==> config.mk <==
export PLATFORM = sky130hd
export DESIGN_NAME = pipelined_adder
export DESIGN_NICKNAME = d
export VERILOG_FILES = /design/src/rtl/adder_pkg.sv /design/src/rtl/adder.sv /design/src/rtl/pipelined_adder.sv
export SDC_FILE = /design/constraint.sdc
export NUM_CORES = 1
export LEC_CHECK = 0
export CORE_UTILIZATION = 45
export DETAILED_ROUTE_END_ITERATION = 8
export GPL_TIMING_DRIVEN = 0
export PLACE_DENSITY = 0.66
export RECOVER_POWER = 100
export SYNTH_ARGS = -nofsm -noshare
export SYNTH_HDL_FRONTEND = slang
export SYNTH_SLANG_ARGS = --single-unit
export TNS_END_PERCENT = 100
==> constraint.sdc <==
create_clock -name i_clk -period 2.85 [get_ports i_clk]
set_clock_uncertainty 0.2 [all_clocks]
set_input_delay 0.57 -clock i_clk [delete_from_list [all_inputs] [get_ports i_clk]]
set_output_delay 0.57 -clock i_clk [all_outputs]
set_load 0.01 [all_outputs]
==> src/rtl/adder_pkg.sv <==
`default_nettype none
// ============================================================
// Package : adder_pkg
// Brief   : Shared sizing helpers for the sliced pipelined adder.
// Rev     : 1.0
// ============================================================
package adder_pkg;

    function automatic int slice_width(input int n, input int stages);
        return n / stages;
    endfunction

    function automatic bit params_ok(input int n, input int stages);
        return (stages >= 1) && (stages <= n) && ((n % stages) == 0);
    endfunction

endpackage
`default_nettype wire

==> src/rtl/adder.sv <==
`default_nettype none
// ============================================================
// Module : adder
// Brief  : Combinational W-bit adder with carry in and carry out.
// Rev    : 1.0
// ============================================================
module adder #(
    parameter int W = 16
) (
    input  logic [W-1:0] i_a,
    input  logic [W-1:0] i_b,
    input  logic         i_cin,
    output logic [W-1:0] o_s,
    output logic         o_cout
);

    assign {o_cout, o_s} = {1'b0, i_a} + {1'b0, i_b} + {{W{1'b0}}, i_cin};

endmodule
`default_nettype wire

==> src/rtl/pipelined_adder.sv <==
`default_nettype none
// ============================================================
// Module : pipelined_adder
// Brief  : N-bit add/sub split into STAGES slices, carry registered
//          between slices, valid/ready on both sides.
// Rev    : 1.0
// ============================================================
module pipelined_adder
    import adder_pkg::*;
#(
    parameter int N      = 64,
    parameter int STAGES = 4
) (
    input  logic         i_clk,
    input  logic         i_rst_n,
    input  logic         i_valid,
    output logic         o_ready,
    input  logic [N-1:0] i_a,
    input  logic [N-1:0] i_b,
    input  logic         i_carry_in,
    input  logic         i_sub,
    output logic         o_valid,
    input  logic         i_ready,
    output logic [N-1:0] o_s,
    output logic         o_carry_out,
    output logic         o_overflow
);

    localparam int c_slice_w = slice_width(N, STAGES);

    if (!params_ok(N, STAGES)) begin : g_param_check
        $error("pipelined_adder: N must be a multiple of STAGES and 1 <= STAGES <= N");
    end

    logic         w_adv;
    logic [N-1:0] w_b_eff;
    logic         w_cin_eff;

    assign w_adv     = !o_valid || i_ready;
    assign o_ready   = w_adv;
    assign w_b_eff   = i_sub ? ~i_b : i_b;
    assign w_cin_eff = i_sub ? ~i_carry_in : i_carry_in;

    for (genvar k = 0; k < STAGES; k++) begin : g_stage
        // Operand bits not yet consumed when the beat enters this stage.
        localparam int c_in_w  = N - k * c_slice_w;
        localparam int c_res_w = (k + 1) * c_slice_w;

        logic [c_in_w-1:0]    w_a_in;
        logic [c_in_w-1:0]    w_b_in;
        logic                 w_cin;
        logic                 w_vld_in;
        logic [c_slice_w-1:0] w_sum;
        logic                 w_cout;

        logic                 r_vld;
        logic                 r_carry;
        logic [c_res_w-1:0]   r_res;

        adder #(.W(c_slice_w)) u_adder (
            .i_a    (w_a_in[c_slice_w-1:0]),
            .i_b    (w_b_in[c_slice_w-1:0]),
            .i_cin  (w_cin),
            .o_s    (w_sum),
            .o_cout (w_cout)
        );

        always_ff @(posedge i_clk or negedge i_rst_n) begin
            if (!i_rst_n) begin
                r_vld   <= 1'b0;
                r_carry <= 1'b0;
            end else if (w_adv) begin
                r_vld   <= w_vld_in;
                r_carry <= w_cout;
            end
        end

        if (k == 0) begin : g_first
            assign w_a_in   = i_a;
            assign w_b_in   = w_b_eff;
            assign w_cin    = w_cin_eff;
            assign w_vld_in = i_valid;

            always_ff @(posedge i_clk or negedge i_rst_n) begin
                if (!i_rst_n) begin
                    r_res <= '0;
                end else if (w_adv) begin
                    r_res <= w_sum;
                end
            end
        end else begin : g_next
            assign w_a_in   = g_stage[k-1].g_opnd.r_a;
            assign w_b_in   = g_stage[k-1].g_opnd.r_b;
            assign w_cin    = g_stage[k-1].r_carry;
            assign w_vld_in = g_stage[k-1].r_vld;

            // Lower result slices ride along so all N bits leave together.
            always_ff @(posedge i_clk or negedge i_rst_n) begin
                if (!i_rst_n) begin
                    r_res <= '0;
                end else if (w_adv) begin
                    r_res <= {w_sum, g_stage[k-1].r_res};
                end
            end
        end

        if (k < STAGES - 1) begin : g_opnd
            logic [c_in_w-c_slice_w-1:0] r_a;
            logic [c_in_w-c_slice_w-1:0] r_b;

            always_ff @(posedge i_clk or negedge i_rst_n) begin
                if (!i_rst_n) begin
                    r_a <= '0;
                    r_b <= '0;
                end else if (w_adv) begin
                    r_a <= w_a_in[c_in_w-1:c_slice_w];
                    r_b <= w_b_in[c_in_w-1:c_slice_w];
                end
            end
        end

        if (k == STAGES - 1) begin : g_last
            logic r_ovf;

            // Carry into the MSB is recovered from the MSB sum bit.
            always_ff @(posedge i_clk or negedge i_rst_n) begin
                if (!i_rst_n) begin
                    r_ovf <= 1'b0;
                end else if (w_adv) begin
                    r_ovf <= w_a_in[c_slice_w-1] ^ w_b_in[c_slice_w-1]
                           ^ w_sum[c_slice_w-1] ^ w_cout;
                end
            end
        end
    end

    assign o_valid     = g_stage[STAGES-1].r_vld;
    assign o_s         = g_stage[STAGES-1].r_res;
    assign o_carry_out = g_stage[STAGES-1].r_carry;
    assign o_overflow  = g_stage[STAGES-1].g_last.r_ovf;

endmodule
`default_nettype wire
# Yosys cells after proc, flatten, opt, wreduce, memory -nomap -nowiden
# Index checks and enable logic that the tools add are counted.
# classes
reduce_logical,2
add_sub_neg,8
n_mux,2
bitwise,5
# ops
op,count
16-bit by 16-bit adder with 17-bit output,4
17-bit by 1-bit adder with 17-bit output,4
64-bit 2-to-1 mux,1
64-bit NOT,1
1-bit XOR,3
1-bit logical NOT,1
1-bit logical OR,1
1-bit 2-to-1 mux,1
1-bit NOT,1
# totals
ff_bits,361
output_inout_bits,68
elab_cells,36
in_bits,134

# Longest topological paths before layout
# Gate-level depths: netlist (run 1).
# logic_depth
depth_word,4
mapped_depth,13
ltp_nobuf,11

# Hierarchy
# Synthesis (run 1) repeated with hierarchy kept, for this count alone.
# unflattened
cells_unflattened,1923
area_unflattened_um2,17235.3
# by_module_without_submodules
module,area_per_inst_um2,seq_area_each_um2,cells_each,n_inst
pipelined_adder,14251.2,9033.7,1549,1
adder (g_stage[1].u_adder ...),733.2,0.0,89,2
adder (g_stage[3].u_adder),770.7,0.0,102,1
adder (g_stage[0].u_adder),747.0,0.0,94,1

# Worst setup path before layout (run 1)
# Ideal clock, no wire load.
# synth_timing
path_kind,input port to flip-flop
start,input port i_sub
end,register g_stage[0].r_res[14]
setup_time_ns,0.137
cell_stages,13
arrival_time_ns,3.293
path_slack_ns,-0.780
required_time_ns,2.513
n_path_buf,2
path_cell_list,clkbuf_1 -> buf_2 -> xor2_1 -> fa_1 -> inv_1 -> fa_1 -> and2b_1 -> o21a_1 -> o21ai_0 -> a211oi_1 -> o41ai_2 -> xnor2_1 -> a21oi_1
# synth_via
elab_chain_cells,3
elab_cells_between_ends,4
classes_between,add/sub (2); mux (2)
# synth_rtl
element,line,source
"start, declared",pipelined_adder.sv:21,"input logic i_sub,"
64-bit 2-to-1 mux,pipelined_adder.sv:41,assign w_b_eff = i_sub ? ~i_b : i_b;
16-bit by 16-bit adder with 17-bit output,adder.sv:17,"assign {o_cout, o_s} = {1'b0, i_a} + {1'b0, i_b} + {{W{1'b0}}, i_cin};"
17-bit by 1-bit adder with 17-bit output (*),adder.sv:17,
"end signal, assigned",pipelined_adder.sv:88,r_res <= w_sum;
"end, declared",pipelined_adder.sv:58,logic [c_res_w-1:0] r_res;
# Mark *: on every way between the ends. The rest lies on a longest branch, timed or not.
# A chain may end at the register's enable or synchronous reset.

# Worst setup path after layout (run 1)
# layout_timing
start,register g_stage[1].r_carry
end,register g_stage[2].r_carry
# layout_via
elab_chain_cells,1
# layout_rtl
element,line,source
"start, declared",pipelined_adder.sv:57,logic r_carry;
"start signal, assigned",pipelined_adder.sv:74,r_carry <= w_cout;
17-bit by 1-bit adder with 17-bit output,adder.sv:17,
"end signal, assigned",pipelined_adder.sv:74,
"end, declared",pipelined_adder.sv:57,
# Every way passes these cells.

==> reports/metrics.cfg, run 1 <==
[status]
status=finished, violations left
failed_checks=setup timing

[global_route]
overflow=0
grt_pass1_wl_um=69700
first_global_vias=13319
grt_max_degree=116
antenna_found_initial=0
grt_usage_pct=23.3

[logic_synthesis]
ys_top_cells_by_area=dfrtp_1 54%, nand2_1 19%, ha_1 4.5%, xnor2_1 3.6%, o21ai_0 3.1%
syn_area_sq_um=16600
synthArstFlopShare_pct=100
yosys_warnings=0
ys_top_cells_by_count=849 x nand2_1, 361 x dfrtp_1, 102 x o21ai_0
syn_avg_cell_area_sq_um=8.93
synth_fa_ha_area_share_pct=5.48
yosysSeqAreaShare_pct=54.3
synth_top_family_by_area=simple AND/OR/NAND/NOR gates
yosysUniqueCellTypes=57
yosys.area.top_type_share_pct=54.3
synth-edff-count=0
netlist_instances=1862
post-synth-top-count-cell=nand2_1
synthMuxAreaShare_pct=0.196
synth-seq-cells=361
synth_top_area_cell=dfrtp_1
synth_nets=2064
synth-xor-area-share_pct=5.69
synth_compound_area_share_pct=9.51
synth_ff_type=dfrtp_1
yosys.area_share.simple_pct=22.3

[cells_and_area]
utilization_pct=57.6
seqCellArea_sq_um=9030
num-fill-cells=3317
syn_to_final_growth_pct=26.6
drive_above_1_share_pct=6.68
final_nets=2331
diodes=0
multi_input_area_sq_um=7380

[detailed_routing]
routedWlPerCell_um=16.6
drc=0
routed_wirelength_um=43600
vias=13418
drt_first_pass_iters=5
ant_nets=0
drt_iter0_drc=762
viasPerCell=5.11

[worst_setup_path]
start_kind=flip-flop
worstSetupPathType=reg -> reg
cpMostUsedCell=fa_2
cp_cell_sequence=fa_2 > fa_2 > a21o_1 > a211oi_2 > o31ai_2 > o211ai_1 > a21oi_2 > o21a_1 > o41a_1
r2r_setup_slack_ns=-0.16
cp.arrival_ns=3.21
endpoint_kind=flip-flop
slowest_stage=fa_2
r2r-start=g_stage[1].r_carry
rr_endpoint=g_stage[2].r_carry
crit_fanout=3
max_stage_delay_ns=0.43
required_ns=3.06
reg2regPathDepth=9

[power]
power_density_nw_per_um2=1130
ir_worst_vdd_uv=527
p_leak_nw=10.1

[placement]
io_buffers=200
place_ws_ns=-1.52
hpwlAfterDp_um=31000
gp_congestion=0.887

[clock_network]
cts_made_buffers=40
root_buffer=clkbuf_16
path_clk_slew_ns=0.06
tritoncts=done
clockBufferDepth=3
h-tree-depth=2
clock-sinks=361
insertion_delay_ns=0.53

[flow_run]
cap_viol_max_count=0

[timing]
fin_tns_setup_ns=-0.734
hold_viol=0
slew_headroom_pct=24.4
setup_viol=9
fin_crit_sh_pct=105
worst_pin_slew_ns=1.13
hold_ws_ns=0.239
worst_slack_ns=-0.156
rsz0062_at_grt=true
min_period_ns=3.01
report.final.slew_viol_count=0
max_freq_mhz=333

[min_path]
min_path_cells=3
hp-start=i_sub
holdCritPathClass=in -> reg
worstHoldEndpoint=g_stage[0].g_opnd.r_b[0]

[die]
ios=202
die_w_um=194
fp-row-count=70
fp.dieArea_sq_um=37700
die_h_um=194
core_sq_um=36500
start_util_pct=45.5

power by group:
part / internal, mW / switching, mW
logic: 4.18 / 5.63
registers: 7.44 / 1.37
clock network: 3.08 / 2.06
layer usage:
layer  part of all wire (%)  GRT usage (%)  vias up
li1                       -              -     6536
met1                     45           31.4     6482
met2                     48           38.5      319
met3                    5.2           4.16       81
met4                    2.6           7.03        0
met5                      0              0        -
registers in the layout (all words and copies together) (netlist names):
signal	cells
o_carry_out	1
g_stage.r_res	96
o_valid	1
g_stage.g_opnd.r_a	96
o_s	64
g_stage.r_vld	3
o_overflow	1
g_stage.r_carry	3
g_stage.g_opnd.r_b	96
timing repair:
item,CTS,global route
hold endpoints to repair,53,0
pin swaps,24,23
endpoints found under the setup margin,303,79
setup buffers,13,10
hold buffers,1,0
resized for setup,36,34
critical path: cells and delay by family (launching register included):
kind | cells | cell delay, ns
compound gates | 7 | 1.48
fa+ha+maj | 2 | 0.79
flops | 1 | 0.41
placed cells by master, fill, tap and decap left out, types with 3 or more instances in the layout:
cell               n
a211oi_1           5
a211oi_2           3
a21o_1            13
a21oi_1           60
a21oi_2            5
and3_1             4
buf_1              4
buf_4             18
bufinv_16          3
clkbuf_1          79
clkbuf_16         44
clkbuf_2           3
clkbuf_8          10
clkdlybuf4s50_1  126
clkinv_2          11
clkinvlp_4         3
dfrtp_1          361
dlygate4sd3_1     68
fa_1               4
fa_2               4
ha_1              59
inv_1             19
nand2_1          849
nand2b_1           5
nand3_1            9
nor2_1            48
nor2b_1            5
nor3_1            20
o211ai_1           8
o21a_1            15
o21ai_0           92
o21ai_1            5
o21ai_2            4
o21bai_1           9
o31ai_1            7
or3_1              4
xnor2_1           67
xor2_1            38
through the flow:
stage | cells | power (mW) | instance area (sq um)
6_report | 2624 | 23.7 | 21000
5_1_grt | 2624 | 25.5 | 21000
4_1_cts | 2615 | 23.7 | 20900
3_5_place_dp | 2533 | 18.3 | 19400
3_3_place_gp | 2530 | 17.9 | 19300
2_1_floorplan | 1862 | 14.7 | 16700
kinds of logic (layout without fill, tap and decap cells):
logic type / after synthesis / count (layout)
AOI/OAI and AO/OA: 257 / 257
xor gates and xnor gates: 108 / 108
adders and majority gates: 68 / 68
buffers and inverters: 110 / 404
DFF: 361 / 361
muxes: 3 / 3
and+or+nand+nor: 955 / 955
how the worst max path moves through the flow:
| stage | startpoint | end | slack, ns | cells after the start |
|---|---|---|---|---|
| finish | g_stage[1].r_carry | g_stage[2].r_carry | -0.16 | 9 |
| global route | g_stage[1].r_carry | g_stage[2].r_carry | -0.25 | 9 |
| CTS | g_stage[1].g_opnd.r_b[0] | g_stage[2].r_carry | -0.16 | 9 |
| detailed placement | i_ready | o_ready | -1.52 | 7 |
| global placement | i_rst_n | g_stage[0].g_opnd.r_a[18] | -14.51 | 1 |
| floorplan | i_sub | g_stage[0].r_res[14] | -0.25 | 13 |
layout make-up:
class | count | area share, %
Buffer | 88 | 1.99
Clock buffer | 52 | 5.40
Clock inverter | 17 | 0.797
Inverter | 21 | 0.375
Multi-Input combinational cell | 1391 | 35.1
Sequential cell | 361 | 42.9
Tap cell | 468 | 2.78
Timing Repair Buffer | 226 | 10.6
Note: power is estimated with default switching activity, not from simulation.
==> run 2, diff against run 1 <==
CELL_PAD_IN_SITES_DETAIL_PLACEMENT = 2   (was default)
CELL_PAD_IN_SITES_GLOBAL_PLACEMENT = 2   (was default)
CORE_UTILIZATION = 31   (was 45)
PLACE_DENSITY = 0.73   (was 0.66)
==> run 2 against run 1 <==
The flow finishes with violations (DRC, setup timing). Cell count grew 8.9%. Sequential power grew 2.6%. Global-route usage shrank 1.8 points. Routed wire length grew 33%. Critical path depth is the same. Non-clock buffer count grew 9. Critical path type unchanged. Critical endpoint unchanged. Highest routed layer unchanged.
==> reports/metrics.cfg, run 2 (synthesized netlist as in run 1, its figures left out) <==
[status]
status=finished, violations left
failed_checks=DRC, setup timing

[worst_setup_path]
crit_start=g_stage[1].r_carry
cp_cell_sequence=fa_2 > fa_2 > a21o_1 > a211oi_4 > o31ai_2 > o211ai_1 > a21oi_2 > o21a_1 > o41a_1
cp.arrival_ns=3.28
endpoint_kind=flip-flop
r2r-start=g_stage[1].r_carry
crit_fanout=2
start_kind=flip-flop
cpMostUsedCell=fa_2
max_stage_delay_ns=0.43
required_ns=3.11
worstSetupPathType=reg -> reg
slowest_stage=fa_2
critPathBufInv=0
crit_family=compound AO/OA/AOI/OAI gates

[timing]
slew_headroom_pct=27.7
report.final.slew_viol_count=0
hold_viol=0
max_freq_mhz=331
setup_viol=92
worst_slack_ns=-0.168
worst_pin_slew_ns=1.08
min_period_ns=3.02
rsz0062_at_grt=true
fin_crit_sh_pct=106

[die]
ios=202
start_util_pct=31.5
fp-row-count=84
die_w_um=234
core_sq_um=52800
die_h_um=234
fp.dieArea_sq_um=54600

[min_path]
holdCritPathClass=reg -> reg
hp-start=o_s[13]

[cells_and_area]
num-fill-cells=5808
drive_above_1_share_pct=7.93
top_regs=g_stage.g_opnd.r_a x96, g_stage.g_opnd.r_b x96, g_stage.r_res x96
final_cell_mix=849 x nand2_1, 360 x dfrtp_1, 136 x clkdlybuf4s50_1, 92 x o21ai_0, 77 x clkbuf_1
final_nets=2342
syn_to_final_growth_pct=30.1
final_common_cell=nand2_1
utilization_pct=41.0

[detailed_routing]
routed_wirelength_um=57800
drt_iter0_drc=528
ant_nets=0
drc=28
routedWlPerCell_um=20.2
drt_first_pass_iters=6
viasPerCell=4.87
vias=13905

[clock_network]
path_clk_slew_ns=0.06
cts_made_buffers=42
insertion_delay_ns=0.58
clockBufferDepth=3
tritoncts=done
root_buffer=clkbuf_16
h-tree-depth=2
clock-sinks=361

[global_route]
antenna_found_initial=2
grt_pass1_wl_um=89300
grt_usage_pct=21.5
first_global_vias=15464
overflow=0
grt_max_degree=114

[power]
p_leak_nw=10.2
power_density_nw_per_um2=1170
ir_worst_vdd_uv=466
power.total_mw=25.3

[placement]
gp_congestion=0.873
hpwlAfterDp_um=42100
io_buffers=200

[flow_run]
cap_viol_max_count=0

[run 2: changes by cell type in the layout (fill, tap and decap cells not counted), sizes merged, moves of 2 or more]
cell	change
buf	+15
clkdlybuf4s50	+10
dlygate4sd3	-8
clkinv	-6
clkbuf	+3
dlygate4sd2	-2
[run 2: where the power goes]
| group | leakage (nW) | switching (mW) | total (mW) | internal (mW) |
|---|---|---|---|---|
| clock network | 0.685 | 2.23 | 5.59 | 3.36 |
| logic | 5.19 | 6.31 | 10.7 | 4.37 |
| registers | 4.35 | 1.60 | 9.04 | 7.44 |
[run 2: what timing repair did]
| action | CTS | global route |
|---|---|---|
| resized for setup | 44 | 44 |
| setup endpoints to repair | 360 | 47 |
| endpoints found under the hold margin | 39 | 0 |
| hold buffers | 1 | 0 |
| buffers inserted | 17 | 14 |
| pin swaps | 23 | 22 |
[run 2: final cells by class]
| type | instances | area, sq um | share of cell area, % |
|---|---|---|---|
| clock inverter | 13 | 180 | 0.833 |
| timing repair buffer | 235 | 2320 | 10.7 |
| buffer | 88 | 427 | 1.97 |
| sequential | 361 | 9030 | 41.8 |
| tap | 688 | 861 | 3.98 |
| inverter | 21 | 78.8 | 0.364 |
| multi-input combinational | 1391 | 7500 | 34.7 |
| clock buffer | 60 | 1230 | 5.69 |
| antenna | 1 | 2.50 | 0.0116 |
[run 2: tightest hold or removal path, cell delays in order, from the launching register on]
cell,delay [ns]
dfrtp_1,0.33
nand2_1,0.05
nand2_1,0.05
[run 2: final timing paths]
check | end | slack (ns) | depth (start not counted)
max in group asynchronous | g_stage[2].g_opnd.r_b[0] | 0.22 | 4
setup reg to reg | g_stage[2].r_carry | -0.17 | 9
hold reg to reg | o_s[13] | 0.26 | 2
min in group asynchronous | g_stage[0].g_opnd.r_a[2] | 0.54 | 2
setup / recovery | g_stage[2].r_carry | -0.17 | 9
hold / removal | o_s[13] | 0.26 | 2
[run 2: metal layers]
layer / wire length [um] / GRT usage [%] / part of all wire [%] / vias to the layer above
met5: 0 / 0 / 0 / -
met4: 1300 / 4.99 / 2.2 / 0
met3: 2400 / 3.06 / 4.1 / 84
met2: 28000 / 36.3 / 48 / 223
met1: 26200 / 29.0 / 45 / 7040
li1: - / - / - / 6558
[run 2: per-stage QoR]
step | instance area (sq um) | hold slack, ns | setup WS, ns | setup TNS [ns] | instances
6_report | 21600 | 0.259 | -0.168 | -5.74 | 2858
5_1_grt | 21600 | 0.284 | -0.323 | -36.97 | 2857
4_1_cts | 21400 | 0.264 | -0.185 | -0.810 | 2843
3_5_place_dp | 19700 | 0.252 | -1.69 | -390.92 | 2753
3_3_place_gp | 19600 | 0.249 | -15.39 | -5926.37 | 2750
2_1_floorplan | 16700 | 0.0744 | -0.254 | -0.894 | 1862
==> run 3, diff against run 2 <==
CORE_MARGIN = 3   (was default)
==> run 3 against run 2 <==
The run ends with setup timing left. Fmax is 3.2% lower. Combinational power hardly changed. Die area is 3.5% higher. Worst hold slack worse by 0.097 ns. Flip-flop and latch count stayed put. Utilization is 0.44 points higher. Global-route usage is 0.56 points lower. Critical path depth stayed put. Cell area is 1.1% higher. First-iteration DRC count is 20% higher. Clock-buffer cell count is 9 higher. Largest cell class unchanged. Clock power is 3% higher.
==> reports/metrics.cfg, run 3 (synthesized netlist as in run 1, its figures left out) <==
[clock_network]
path_clk_slew_ns=0.06
h-tree-depth=2
insertion_delay_ns=0.57
clockBufferDepth=3
tritoncts=done
clock-sinks=361
root_buffer=clkbuf_16
cts_made_buffers=44

[global_route]
first_global_vias=15887
overflow=0
grt_max_degree=111
grt_pass1_wl_um=92000
grt_usage_pct=21.0
antenna_found_initial=1

[power]
power_density_nw_per_um2=1180
p_int_mw=15.5
ir_worst_vdd_uv=459
seqPwrFrac_pct=35.0
swShare_pct=39.8
p_leak_nw=10.4
clockPowerShare_pct=22.4
power.total_mw=25.7
p_sw_mw=10.2
power_frac_comb_pct=42.5

[flow_run]
cap_viol_max_count=0

[detailed_routing]
ant_nets=0
vias=13969
drt_first_pass_iters=6
routed_wirelength_um=58900
routedWlPerCell_um=20.5
drc=0
drt_iter0_drc=635
viasPerCell=4.86

[placement]
io_buffers=200
gp_congestion=0.837
hpwlAfterDp_um=42800
dp_cells=2753

[die]
start_util_pct=31.5
die_w_um=238
ios=202
core_sq_um=52800
fp.dieArea_sq_um=56400
fp-row-count=84
die_h_um=238

[timing]
worst_slack_ns=-0.268
hold_ws_ns=0.162
hold_viol=0
max_freq_mhz=321
setup_viol=28
min_period_ns=3.12
report.final.slew_viol_count=0
fin_crit_sh_pct=109
worst_pin_slew_ns=1.04
slew_headroom_pct=30.7
rsz0062_at_grt=true

[status]
failed_checks=setup timing
status=finished, violations left

[min_path]
min_path_cells=3
hp-start=i_sub
holdCritPathClass=in -> reg
worstHoldEndpoint=g_stage[0].g_opnd.r_b[47]

[worst_setup_path]
required_ns=3.10
crit_fanout=2
start_kind=flip-flop
endpoint_kind=flip-flop
cp.arrival_ns=3.36
r2r-start=g_stage[1].r_carry
reg2regPathDepth=9
rr_endpoint=g_stage[2].r_carry
r2r_setup_slack_ns=-0.27
worstSetupPathType=reg -> reg

[cells_and_area]
final_nets=2358
final_common_cell=nand2_1
syn_to_final_growth_pct=31.5
top_regs=g_stage.g_opnd.r_a x96, g_stage.g_opnd.r_b x96, g_stage.r_res x96
num-fill-cells=5810
final_cell_count_no_fill=2875
final_cell_mix=849 x nand2_1, 361 x dfrtp_1, 128 x clkdlybuf4s50_1, 91 x o21ai_0, 81 x clkbuf_1
diodes=0
drive_above_1_share_pct=8.78

==> run 3: worst max path at each step <==
stage	startpoint	end	slack, ns	cells past startpoint
detailed placement	i_ready	o_ready	-1.79	7
global placement	i_rst_n	g_stage[0].g_opnd.r_a[2]	-15.44	1
global route	g_stage[1].r_carry	g_stage[2].r_carry	-0.35	9
finish	g_stage[1].r_carry	g_stage[2].r_carry	-0.27	9
floorplan	i_sub	g_stage[0].r_res[14]	-0.25	13
CTS	g_stage[1].g_opnd.r_b[0]	g_stage[2].r_carry	-0.28	9
==> run 3: layout make-up <==
| type | instances | area, sq um | share of cell area, % |
|---|---|---|---|
| multi-input combinational | 1391 | 7540 | 34.5 |
| buffer | 89 | 445 | 2.04 |
| tap | 688 | 861 | 3.94 |
| clock inverter | 8 | 123 | 0.561 |
| sequential | 361 | 9030 | 41.3 |
| inverter | 21 | 78.8 | 0.361 |
| timing repair buffer | 248 | 2430 | 11.1 |
| clock buffer | 69 | 1360 | 6.20 |
==> run 3: critical path: stages (launching register included) <==
cell and delay, ns:
dfrtp_1 0.40, fa_2 0.42, fa_2 0.37, a21o_1 0.23, a211oi_4 0.35, o31ai_4 0.12
o211ai_1 0.29, a21oi_2 0.11, o21a_1 0.19, o41a_1 0.31
==> run 3: power groups by stage <==
stage	clock, mW	combinational (mW)	sequential, mW
floorplan	0	6.05	8.69
global placement	0	9.52	9.03
detailed placement	0	10.0	9.08
CTS	5.91	10.8	9.04
global route	6.14	12.3	9.30
finish	5.76	10.9	9.01
==> run 3: metal layers <==
metal,wire [um],vias up,GRT usage [%]
met5,0,-,0
met4,1160,0,5.00
met3,2380,70,3.00
met2,29000,218,36.4
met1,26400,7106,27.9
li1,-,6575,-
==> run 3: repair_timing <==
| action | CTS | global route |
|---|---|---|
| hold buffers | 1 | 0 |
| endpoints found under the setup margin | 360 | 90 |
| endpoints found under the hold margin | 78 | 0 |
| gates resized for setup | 55 | 43 |
| pin swaps | 34 | 32 |
| buffers inserted | 24 | 21 |
==> run 3: through the flow <==
| stage | setup WS [ns] | TNS, ns | util [%] | area (sq um) |
|---|---|---|---|---|
| 2_1_floorplan | -0.254 | -0.894 | - | 16700 |
| 3_3_place_gp | -15.44 | -5939.21 | 37.1 | 19600 |
| 3_5_place_dp | -1.79 | -386.86 | 37.3 | 19700 |
| 4_1_cts | -0.277 | -0.953 | 40.8 | 21500 |
| 5_1_grt | -0.348 | -22.37 | 41.4 | 21900 |
| 6_report | -0.268 | -1.57 | 41.4 | 21900 |
